[config.mk]
export PLATFORM = sky130hd
export DESIGN_NAME = mem_stage
export DESIGN_NICKNAME = d
export VERILOG_FILES = /design/src/rtl/mem_stage_pkg.sv /design/src/rtl/mem_stage_csr_wdata_gen.sv /design/src/rtl/mem_stage.sv
export SDC_FILE = /design/constraint.sdc
export NUM_CORES = 1
export LEC_CHECK = 0
export CORE_ASPECT_RATIO = 0.5
export CORE_UTILIZATION = 38
export CTS_BUF_LIST = sky130_fd_sc_hd__clkbuf_2
export DETAILED_ROUTE_END_ITERATION = 6
export GPL_TIMING_DRIVEN = 0
export PLACE_DENSITY = 0.82
export SETUP_SLACK_MARGIN = 0.2
export SYNTH_ARGS = -nofsm -noshare
export SYNTH_HDL_FRONTEND = slang
export SYNTH_SLANG_ARGS = --single-unit
[constraint.sdc]
create_clock -name clk -period 5.1 [get_ports clk]
set_clock_uncertainty 0.1 [all_clocks]
set_input_delay 1.275 -clock clk [delete_from_list [all_inputs] [get_ports clk]]
set_output_delay 1.275 -clock clk [all_outputs]
set_load 0.01 [all_outputs]
[src/rtl/mem_stage_pkg.sv]
// Shared definitions for the RV32I memory stage: bus widths, CSR command bits,
// writeback select codes, the EXE->MEM bus layout and the store FSM states.
package mem_stage_pkg;

  localparam int EXE_MEM_BUS_W = 187;
  localparam int MEM_WB_BUS_W  = 70;
  localparam int MEM_ID_BUS_W  = 38;

  localparam logic [11:0] MCAUSE_ADDR_DEF = 12'h342;
  localparam logic [31:0] ECALL_CAUSE_DEF = 32'd11;

  // csr_cmd is one-hot; these are bit positions
  localparam int CSR_CMD_W     = 0;
  localparam int CSR_CMD_S     = 1;
  localparam int CSR_CMD_C     = 2;
  localparam int CSR_CMD_ECALL = 3;

  localparam logic [2:0] WB_SEL_ALU = 3'b000;
  localparam logic [2:0] WB_SEL_LD  = 3'b001;
  localparam logic [2:0] WB_SEL_PC4 = 3'b010;
  localparam logic [2:0] WB_SEL_CSR = 3'b011;

  typedef struct packed {
    logic [31:0] alu;
    logic [4:0]  rd;
    logic        rd_wen;
    logic        mem_we;
    logic        mem_re;
    logic [2:0]  wb_sel;
    logic [31:0] pc;
    logic [31:0] wb_data;
    logic [3:0]  csr_cmd;
    logic [11:0] csr_addr;
    logic [31:0] op1;
    logic [31:0] ld_data;
  } exe_mem_bus_t;

  typedef enum logic [1:0] {
    ST_IDLE = 2'd0,
    ST_WAIT = 2'd1,
    ST_DONE = 2'd2
  } store_state_e;

endpackage

[src/rtl/mem_stage_csr_wdata_gen.sv]
// Combinational CSR read-modify-write: picks the CSR write address and data
// from the one-hot command, the current CSR value and the source operand.
module mem_stage_csr_wdata_gen
  import mem_stage_pkg::*;
#(
  parameter logic [11:0] MCAUSE_ADDR = MCAUSE_ADDR_DEF,
  parameter logic [31:0] ECALL_CAUSE = ECALL_CAUSE_DEF
) (
  input  logic [3:0]  i_csr_cmd,
  input  logic [11:0] i_csr_addr,
  input  logic [31:0] i_op1,
  input  logic [31:0] i_csr_rdata,
  output logic [11:0] o_waddr,
  output logic [31:0] o_wdata
);

  always_comb begin
    o_waddr = i_csr_addr;
    o_wdata = '0;
    if (i_csr_cmd[CSR_CMD_ECALL]) begin
      o_waddr = MCAUSE_ADDR;
      o_wdata = ECALL_CAUSE;
    end else if (i_csr_cmd[CSR_CMD_C]) begin
      o_wdata = i_csr_rdata & ~i_op1;
    end else if (i_csr_cmd[CSR_CMD_S]) begin
      o_wdata = i_csr_rdata | i_op1;
    end else if (i_csr_cmd[CSR_CMD_W]) begin
      o_wdata = i_op1;
    end
  end

endmodule

[src/rtl/mem_stage.sv]
// Memory stage of the RV32I pipeline: store req/ack handshake, CSR write strobe,
// writeback value selection, forwarding to ID and valid/allowin hand-off to WB.
module mem_stage
  import mem_stage_pkg::*;
#(
  parameter logic [11:0] MCAUSE_ADDR = MCAUSE_ADDR_DEF,
  parameter logic [31:0] ECALL_CAUSE = ECALL_CAUSE_DEF
) (
  input  logic                     clk,
  input  logic                     rst_n,
  input  logic [EXE_MEM_BUS_W-1:0] exe_mem_bus_in,
  input  logic                     es_to_ms_valid,
  output logic                     ms_allowin,
  output logic                     ms_to_ws_valid,
  input  logic                     ws_allowin,
  output logic [MEM_WB_BUS_W-1:0]  mem_wb_bus_out,
  output logic [MEM_ID_BUS_W-1:0]  mem_id_data_bus,
  output logic                     dmem_wr_req,
  output logic [31:0]              dmem_wr_addr,
  output logic [31:0]              dmem_wr_data,
  input  logic                     dmem_wr_ack,
  output logic [11:0]              csr_waddr,
  output logic [31:0]              csr_wdata,
  output logic                     csr_we,
  input  logic [31:0]              csr_rdata,
  output logic [31:0]              store_stall_cnt
);

  function automatic logic [31:0] f_sat_inc(input logic [31:0] v);
    return (v == 32'hFFFF_FFFF) ? v : v + 32'd1;
  endfunction

  function automatic logic [31:0] f_wb_select(input logic [2:0]  sel,
                                              input logic [31:0] alu,
                                              input logic [31:0] ld,
                                              input logic [31:0] pc,
                                              input logic [31:0] csr);
    case (sel)
      WB_SEL_LD:  return ld;
      WB_SEL_PC4: return pc + 32'd4;
      WB_SEL_CSR: return csr;
      default:    return alu;
    endcase
  endfunction

  exe_mem_bus_t r_bus;
  logic         r_ms_valid;
  store_state_e r_state;
  store_state_e w_state_nxt;
  logic [31:0]  r_stall_cnt;

  logic         w_is_store;
  logic         w_ready_go;
  logic         w_req;
  logic         w_handoff;
  logic [31:0]  w_wb_result;
  logic         w_fwd_wen;
  logic         w_unused_mem_re;

  assign w_is_store      = r_ms_valid && r_bus.mem_we;
  assign w_unused_mem_re = r_bus.mem_re;

  // Store FSM: one ack per store; DONE remembers the consumed ack while WB stalls
  always_comb begin
    w_state_nxt = r_state;
    w_ready_go  = 1'b1;
    w_req       = 1'b0;
    case (r_state)
      ST_IDLE: begin
        if (w_is_store) begin
          w_req      = 1'b1;
          w_ready_go = dmem_wr_ack;
          if (!dmem_wr_ack) begin
            w_state_nxt = ST_WAIT;
          end else if (!ws_allowin) begin
            w_state_nxt = ST_DONE;
          end
        end
      end
      ST_WAIT: begin
        w_req      = 1'b1;
        w_ready_go = dmem_wr_ack;
        if (dmem_wr_ack) begin
          w_state_nxt = ws_allowin ? ST_IDLE : ST_DONE;
        end
      end
      ST_DONE: begin
        if (ws_allowin) begin
          w_state_nxt = ST_IDLE;
        end
      end
      default: w_state_nxt = ST_IDLE;
    endcase
  end

  assign ms_allowin     = !r_ms_valid || (w_ready_go && ws_allowin);
  assign ms_to_ws_valid = r_ms_valid && w_ready_go;
  assign w_handoff      = ms_to_ws_valid && ws_allowin;

  always_ff @(posedge clk or negedge rst_n) begin
    if (!rst_n) begin
      r_ms_valid  <= 1'b0;
      r_bus       <= '0;
      r_state     <= ST_IDLE;
      r_stall_cnt <= '0;
    end else begin
      r_state <= w_state_nxt;
      if (ms_allowin) begin
        r_ms_valid <= es_to_ms_valid;
      end
      if (es_to_ms_valid && ms_allowin) begin
        r_bus <= exe_mem_bus_in;
      end
      if (w_req && !dmem_wr_ack) begin
        r_stall_cnt <= f_sat_inc(r_stall_cnt);
      end
    end
  end

  assign dmem_wr_req     = w_req;
  assign dmem_wr_addr    = r_bus.alu;
  assign dmem_wr_data    = r_bus.wb_data;
  assign store_stall_cnt = r_stall_cnt;

  mem_stage_csr_wdata_gen #(
    .MCAUSE_ADDR (MCAUSE_ADDR),
    .ECALL_CAUSE (ECALL_CAUSE)
  ) u_csr_wdata_gen (
    .i_csr_cmd   (r_bus.csr_cmd),
    .i_csr_addr  (r_bus.csr_addr),
    .i_op1       (r_bus.op1),
    .i_csr_rdata (csr_rdata),
    .o_waddr     (csr_waddr),
    .o_wdata     (csr_wdata)
  );

  // Strobe only on the hand-off cycle so a stalled instruction writes once
  assign csr_we = w_handoff && (r_bus.csr_cmd != 4'd0);

  assign w_wb_result = f_wb_select(r_bus.wb_sel, r_bus.alu, r_bus.ld_data,
                                   r_bus.pc, csr_rdata);
  assign w_fwd_wen   = r_ms_valid && r_bus.rd_wen && (r_bus.rd != 5'd0);

  assign mem_wb_bus_out  = {w_wb_result, r_bus.rd, r_bus.rd_wen, r_bus.pc};
  assign mem_id_data_bus = {w_wb_result, w_fwd_wen, r_bus.rd};

endmodule

# Word level (Yosys, flattened, before mapping)

Index checks and enable logic that the tools add are counted.

$add $sub $neg: 2
Eq/ne operators: 10
Mux-type cells: 17
Bitwise gates (word level): 4
Reduce and logical (&&, ||, !) cells: 17

Operators with widths:

| operator                                                         | count |
|---|---|
| 32-bit two-way mux                                               | 4 |
| 32-bit case mux with 3 select lines                              | 1 |
| 32-bit by 1-bit adder with 32-bit output (second input constant) | 1 |
| 32-bit by 3-bit adder with 32-bit output (second input constant) | 1 |
| 32-bit AND                                                       | 1 |
| 32-bit == test (second input constant)                           | 1 |
| 32-bit inverter                                                  | 1 |
| 32-bit OR                                                        | 1 |
| 12-bit two-way mux                                               | 1 |
| 2-bit two-way mux                                                | 6 |
| 1-bit logical AND                                                | 9 |
| 3-bit by 2-bit == test with 1-bit output (second input constant) | 2 |
| 2-bit inequality test (second input constant)                    | 3 |
| 2-bit case mux with 3 select lines                               | 1 |
| 5-bit nonzero test                                               | 1 |
| 1-bit case mux with 2 select lines                               | 2 |
| 4-bit AND reduction                                              | 1 |
| 4-bit nonzero test                                               | 1 |
| 3-bit by 1-bit == test with 1-bit output (second input constant) | 1 |
| 3-bit inequality test (second input constant)                    | 1 |
| 2-bit by 1-bit == test with 1-bit output (second input constant) | 1 |
| 2-bit == test (second input constant)                            | 1 |
| 1-bit zero test                                                  | 2 |
| 2-bit zero test                                                  | 1 |
| other kinds (4)                                                  | 5 |

Bits in registers: 221
Bits of input ports: 224
Output and inout port bits: 252
Logic and storage cells: 64

# Longest topological paths before layout

Gate-level depths: netlist of the first run.

Depth in word-level cells: 6
Mapped depth: 9
Mapped depth without buffers: 6

# Cells and area by module

Synthesis of the first run repeated with hierarchy kept, for this count alone.

Cells, all modules: 1,102
Area total of the unflattened synthesis: 12,509.5 µm²

Modules (own cells, without submodules):

| module                  | instances | cells an instance | area an instance (µm²) | seq. area each (µm²) |
|---|---|---|---|---|
| mem_stage               | 1         | 974               | 11,310.8               | 5,530.3 |
| mem_stage_csr_wdata_gen | 1         | 128               | 1,198.6                | 0.0 |

# Worst setup path after synthesis of the first run

OpenSTA, ideal clock, no wires.

Kind: reg-to-output
Start point: reg r_bus, in the netlist mem_wb_bus_out[9]
End point: out mem_wb_bus_out[69]
Arrival: 2.094 ns
Data required time: 3.725 ns
Path slack: 1.631 ns
Stages on the path, launching flop included: 7
Buffers on the path: 1
Path through: dfrtp_1 > nand4_1 > nor4_1 > nand3_1 > xor2_1 > o21ai_0 > buf_4

Longest elaborated chain between the ends: 2

Ends and longest elaborated chain:

| what                                     | line             | RTL |
|---|---|---|
| start: declaration                       | mem_stage.sv:46  | `exe_mem_bus_t r_bus;` |
| start signal: assignment                 | mem_stage.sv:112 | `r_bus <= exe_mem_bus_in;` |
| 32-bit by 3-bit adder with 32-bit output | mem_stage.sv:40  | `WB_SEL_PC4: return pc + 32'd4;` |
| 32-bit case mux with 3 select lines      | mem_stage.sv:38  | `case (sel)` |
| end: declaration                         | mem_stage.sv:16  | `output logic [MEM_WB_BUS_W-1:0] mem_wb_bus_out,` |

No other way between the ends.

# Worst setup path in the final report of the first run

Start point: reg r_bus, in the netlist mem_wb_bus_out[11]
End point: out mem_wb_bus_out[63]

The elaborated chain is that of the path after synthesis.

==> metrics, run 1 <==
Crit Path Category flop to output pin; # IOs 476; initial core utilization 38.80%; first-pass GRT wire length 65790 um; R2R depth 8; synthesized area 12350 sq um; synth top area cells dfrtp_1, mux2_4, buf_4, mux2_2, nor2_1; FF-to-FF setup slack 2.59 ns; Post-DRT Antenna Nets 0; Seq cells post-synth 221; Net Sw Frac 36.12%; min cycle time layout 4.856 ns; Max FO, Critical Path 4; period utilization 95.21%; main flop type after synthesis dfrtp_1; Sw Pwr 2.655 mW; hold_buf cts 0; synthesized area per cell 11.32 sq um; reg2reg start r_ms_valid; detailed-route via count 10.52k; Setup-failing EPs final 0; Final HPWL DP 35580 um; Worst Setup End Kind output pin; leak pwr 8.177 nW; Filler cells 2680; CP arrival 3.48 ns; Post-Syn Nets 1317; Critical Path Most Common Cell buf_4; sequential power share 33.8%; Vias/cell 4.967; worst path cell trace nand4_1 -> or4_4 -> buf_4 -> nor2_1 -> xnor2_1 -> o221ai_1 -> buf_4 -> clkdlybuf4s50_1; H-tree depth 2; ys async rst share 100.0%; most common cell in the synthesized netlist dfrtp_1; clock power share 16.1%; CTS tree done; CTS buffer count 54; Slew headroom 42.54%; placer congestion estimate 0.9168; max incr delay on CP 0.58 ns; gr ovfl total 0; router iterations before antenna repair 5; chip width 256.9 um; FF-to-FF End mem_wb_bus_out[27]; RSZ-0062 raised after global routing yes; Port-buffer cells 474; Ys Warns 0; Worst Hold Class input port to asynchronous set/reset pin; Gate power share 50.1%; row count 46; Iteration-0 DRC Markers 813; Commonest cells post-synth dfrtp_1, buf_4, mux2_4; CTS Buffer Depth 3; Fmax achieved 205.9 MHz; antenna violations before repair 5; die height 129.5 um; clk_lat worst skew 0.86 ns; total track usage 26.59%; share of cells above drive strength 1 30.46%; CTS Root Cell clkbuf_2; synthesized instance count 1091; actual slew at the worst max-slew pin 0.8619 ns; Final Max Slew Viols 0; clock slew at reported path FFs 0.11 ns; PnR Total Power 7.352 mW; Net count, final 1869; Unique masters post-synth 58; Post-synth EDFFs 0; PwrDens 397.9 nW/um^2; routed length per instance 21.72 um; VDD IR-drop max 0.0002774 V; slowest CP cell or4_4; share of the synthesized area in the top cell type 44.78%; core region area 31830 sq um; Sink Count 221; total wire length 46010 um; maxcap violations 0; run status complete, no violations; worst endpoint required time 3.72 ns; Pint 4.696 mW; largest net degree at the start of global routing 115; vias in the first global route 10.24k; Area growth syn-to-layout 49.60%; Fin. Hold Viols 0; Non-Filler Instances 2118; CP Launch Type flop; DRC errors left 0; Placed Cells 1998; die area 33270 sq um; Yosys top cell by area dfrtp_1; sequential element share of the synthesized area 44.78%
==> cells by family after synthesis <==
logic type	count (synthesis)	synth area share [%]
multiplexers	203	22.58
AND/OR/NAND/NOR	297	11.29
AO/OA/AOI/OAI	118	6.130
XOR/XNOR	51	3.617
flip-flops	221	44.78
buffers and inverters	199	11.40
adder cells (fa/ha/maj)	2	0.2026
==> stage by stage <==
| stage | setup TNS [ns] | cell area (sq um) | hold slack [ns] | worst slack, ns | util, % |
|---|---|---|---|---|---|
| global route | 0 | 18470 | 0.3280 | 0.06172 | 58.03 |
| global placement | -1566.35 | 17630 | 0.3757 | -7.121 | 55.41 |
| finish | 0 | 18480 | 0.3777 | 0.2442 | 58.05 |
| CTS | 0 | 18400 | 0.2634 | 0.1304 | 57.82 |
| floorplan | 0 | 12350 | 0.3727 | 1.631 | - |
| detailed placement | 0 | 17670 | 0.3819 | 0.3306 | 55.51 |
==> power by group through the flow <==
stage / Combinational [mW] / Sequential (mW) / Clock [mW]
finish: 3.68 / 2.48 / 1.19
global route: 3.87 / 2.53 / 1.31
CTS: 3.67 / 2.46 / 1.23
detailed placement: 3.56 / 2.50 / 0
global placement: 3.51 / 2.49 / 0
floorplan: 1.89 / 2.38 / 0
==> worst max-delay path by stage <==
stage	cells after the start	slack [ns]	startpoint	end
2_1_floorplan	6	1.63	mem_wb_bus_out[9]	mem_wb_bus_out[69]
3_3_place_gp	1	-7.12	rst_n	r_bus[66]
3_5_place_dp	7	0.33	csr_rdata[27]	mem_wb_bus_out[65]
4_1_cts	8	0.13	mem_wb_bus_out[11]	mem_wb_bus_out[62]
5_1_grt	8	0.06	mem_wb_bus_out[11]	mem_wb_bus_out[63]
6_report	8	0.24	mem_wb_bus_out[11]	mem_wb_bus_out[63]
==> registers in the layout, indices dropped and copies added, names as in the netlist <==
name	cells
r_bus	84
r_state	2
r_ms_valid	1
mem_id_data_bus	5
mem_wb_bus_out	33
dmem_wr_addr	32
dmem_wr_data	32
store_stall_cnt	32
==> cell type report <==
type	count	area (sq um)	share of cell area, %
antenna	5	12.51	0.06772
buffer	195	1413	7.646
clock buffer	80	400.4	2.167
clock inverter	14	57.56	0.3115
inverter	4	16.27	0.08804
multi-input combinational	671	5544	30.01
sequential	221	5547	30.02
tap	432	540.5	2.926
timing repair buffer	496	4945	26.76
==> cell usage in the layout (no fill, tap or decap), drive strengths merged, types with 8 or more instances in the layout <==
cell type	count
nor2	105
nand3	22
a21oi	55
o21ai	20
nand4	18
and3	12
nand2	78
xor2	19
buf	188
nor3	12
clkbuf	110
dfrtp	221
clkinv	15
clkdlybuf4s50	463
nor2b	12
mux2i	12
xnor2	32
mux2	191
o221ai	8
==> critical path, delay by kind of cell (launching register included) <==
family,cells,cell delay (ns)
flops,1,0.44
compound gates,1,0.24
buf+inv,3,0.91
xor+xnor,1,0.13
simple gates,3,0.91
==> repair_timing <==
action,CTS,global route
setup endpoints to repair,46,34
resized for setup,49,22
pin swaps,12,10
setup buffers,18,3
gates cloned,0,0
==> layer usage <==
metal  up-vias  part of all wire, %  track usage (%)
li1       4776                    -                -
met1      5245                   42            34.25
met2       393                   49            45.37
met3       104                  5.5            4.910
met4         2                  3.2            9.069
met5         -                0.028                0
(Power assumes the default switching activity.)
==> run 2: changes to the inputs <==
--- a/config.mk
+++ b/config.mk
@@ -5,12 +5,12 @@
 export SDC_FILE = /design/constraint.sdc
 export NUM_CORES = 1
 export LEC_CHECK = 0
-export CORE_ASPECT_RATIO = 0.5
-export CORE_UTILIZATION = 38
+export CORE_AREA = 2 2 188 190
 export CTS_BUF_LIST = sky130_fd_sc_hd__clkbuf_2
 export DETAILED_ROUTE_END_ITERATION = 6
+export DIE_AREA = 0 0 190 192
 export GPL_TIMING_DRIVEN = 0
-export PLACE_DENSITY = 0.82
+export PLACE_DENSITY = 0.79
 export SETUP_SLACK_MARGIN = 0.2
 export SYNTH_ARGS = -nofsm -noshare
 export SYNTH_HDL_FRONTEND = slang
==> metrics, run 2 (synthesis results as in run 1) <==
run status complete, no violations; number of flip-flops in the largest register 84 (unchanged); clk_lat worst skew 0.93 ns (+0.07 ns); final hold slack 0.2474 ns (-0.1303 ns); worst endpoint required time 3.72 ns (about the same); Total Neg Setup Slack 0 ns (unchanged); vias in the first global route 11.13k (+8.7%); largest net degree at the start of global routing 116 (+0.87%); Port-buffer cells 474 (unchanged); Max FO, Critical Path 6 (+2); CTS Buffer Depth 3 (unchanged); commonest non-fill, non-tap cell in the layout clkdlybuf4s50_1; clock slew at reported path FFs 0.10 ns (about the same); H-tree depth 2 (unchanged); CTS tree done; placer congestion estimate 0.9107 (-0.67%); Net count, final 1888 (+1.0%); Slew headroom 41.99% (-0.55 points); maxcap violations 0 (unchanged); Setup-failing EPs final 0 (unchanged); Fin. Hold Viols 0 (unchanged); min cycle time layout 4.834 ns (-0.02216 ns); CP arrival 3.46 ns (-0.02 ns); share of cells above drive strength 1 32.83% (+2.4 points); total track usage 24.82% (-1.8 points); Filler cells 2940 (+9.7%); VDD IR-drop max 0.0001851 V (-33%); Area growth syn-to-layout 51.85%; Most flops, register r_bus; Vias/cell 4.926 (-0.81%); initial core utilization 36.02% (-2.8 points); Final Instance Area 18750 sq um (+1.5%); period utilization 94.78% (-0.43 points); router iterations before antenna repair 5 (unchanged); Fmax achieved 206.9 MHz (+0.46%); antenna violations before repair 2 (-3); most frequent cells in the layout clkdlybuf4s50_1, dfrtp_1, buf_4, mux2_4, clkbuf_2; slowest CP cell clkdlybuf4s50_1; placed cell area 17700 sq um (+0.16%); gr ovfl total 0 (unchanged); detailed-route via count 10.66k (+1.3%); Final Max Slew Viols 0 (unchanged); Worst Hold Class input port to asynchronous set/reset pin; max incr delay on CP 0.52 ns (-0.06 ns); CTS buffer count 61 (+13%); RSZ-0062 raised after global routing yes; Iteration-0 DRC Markers 653 (-20%); die area 36480 sq um (+9.7%); actual slew at the worst max-slew pin 0.8701 ns (+0.008206 ns); PwrDens 399.9 nW/um^2 (+0.49%); # IOs 476 (unchanged); CTS Root Cell clkbuf_2; Final HPWL DP 34990 um (-1.7%); DRC errors left 0 (unchanged); first-pass GRT wire length 67730 um (+2.9%); routed length per instance 21.51 um (-0.98%); worst path cell trace nand4_4 -> buf_4 -> nor4_4 -> buf_4 -> nand3_1 -> xor2_1 -> o21ai_1 -> buf_4 -> clkdlybuf4s50_1; Critical Path Most Common Cell buf_4; row count 68 (+48%); core region area 34290 sq um (+7.7%); Post-DRT Antenna Nets 0 (unchanged); chip width 190 um (-26%); CP Launch Type flop; leak pwr 8.369 nW (+2.3%); total wire length 46530 um (+1.1%); die height 192 um (+48%); Worst Setup End Kind output pin; Sink Count 221 (unchanged); Crit Path Category flop to output pin
-- run 2: timing repair --
| item | in CTS | in global routing |
|---|---|---|
| cloned | 0 | 0 |
| endpoints found under the hold margin | 0 | 0 |
| endpoints found under the setup margin | 64 | 31 |
| buffers inserted | 28 | 5 |
| pin swaps | 15 | 14 |
| gates resized for setup | 79 | 35 |
| hold buffers | 0 | 0 |
-- run 2: path summary, 6_finish.rpt --
check / cells past startpoint / startpoint / slack (ns) / endpoint
max reg2reg: 9 / r_ms_valid / 2.62 / r_bus[36]
max: 9 / mem_wb_bus_out[6] / 0.27 / mem_wb_bus_out[69]
min reg2reg: 1 / store_stall_cnt[12] / 0.40 / store_stall_cnt[12]
min in group clk: 1 / store_stall_cnt[12] / 0.40 / store_stall_cnt[12]
min: 1 / rst_n / 0.25 / r_bus[55]
max in group asynchronous: 2 / rst_n / 3.40 / mem_wb_bus_out[4]
-- run 2: cell type report --
type                    instances  area (sq um)  area share, %
flip-flops and latches        221          5549          29.59
multi-input cells             671          5638          30.06
plain buffers                 195          1435          7.653
well taps                     455         569.3          3.036
inverters                       4         16.27        0.08674
diodes                          2         5.005        0.02669
clock inverters                12         46.29         0.2469
repair buffers                508          5019          26.76
clock buffers                  95         475.5          2.535
-- run 2: per-stage QoR --
step                util [%]  power (mW)  std cells  worst slack (ns)
finish                 54.69       7.499       2163            0.2664
global route           54.69       7.911       2163            0.1085
CTS                    54.27       7.530       2156           0.08346
detailed placement     51.61       6.092       2021            0.3049
global placement       51.51       6.032       2020            -7.046
floorplan                  -       4.268       1091             1.631
-- run 2: metal layers --
layer / GRT usage, % / vias up / wire (um)
met1: 31.72 / 5261 / 19370
met3: 6.322 / 89 / 3561
met4: 10.20 / 0 / 1379
met2: 40.09 / 469 / 22220
li1: - / 4837 / -
met5: 0 / - / 0
-- run 2: worst max-delay path, delay by kind of cell, from the launching register on --
family	cells	cell delay (ns)
buffers and inverters	4	1.05
and+or+nand+nor	3	0.54
DFF	1	0.43
AOI/OAI and AO/OA	1	0.29
xor gates and xnor gates	1	0.18
-- run 2: power breakdown --
part	switching, mW	internal, mW
registers	0.340	2.12
logic	1.57	2.18
clock network	0.805	0.486
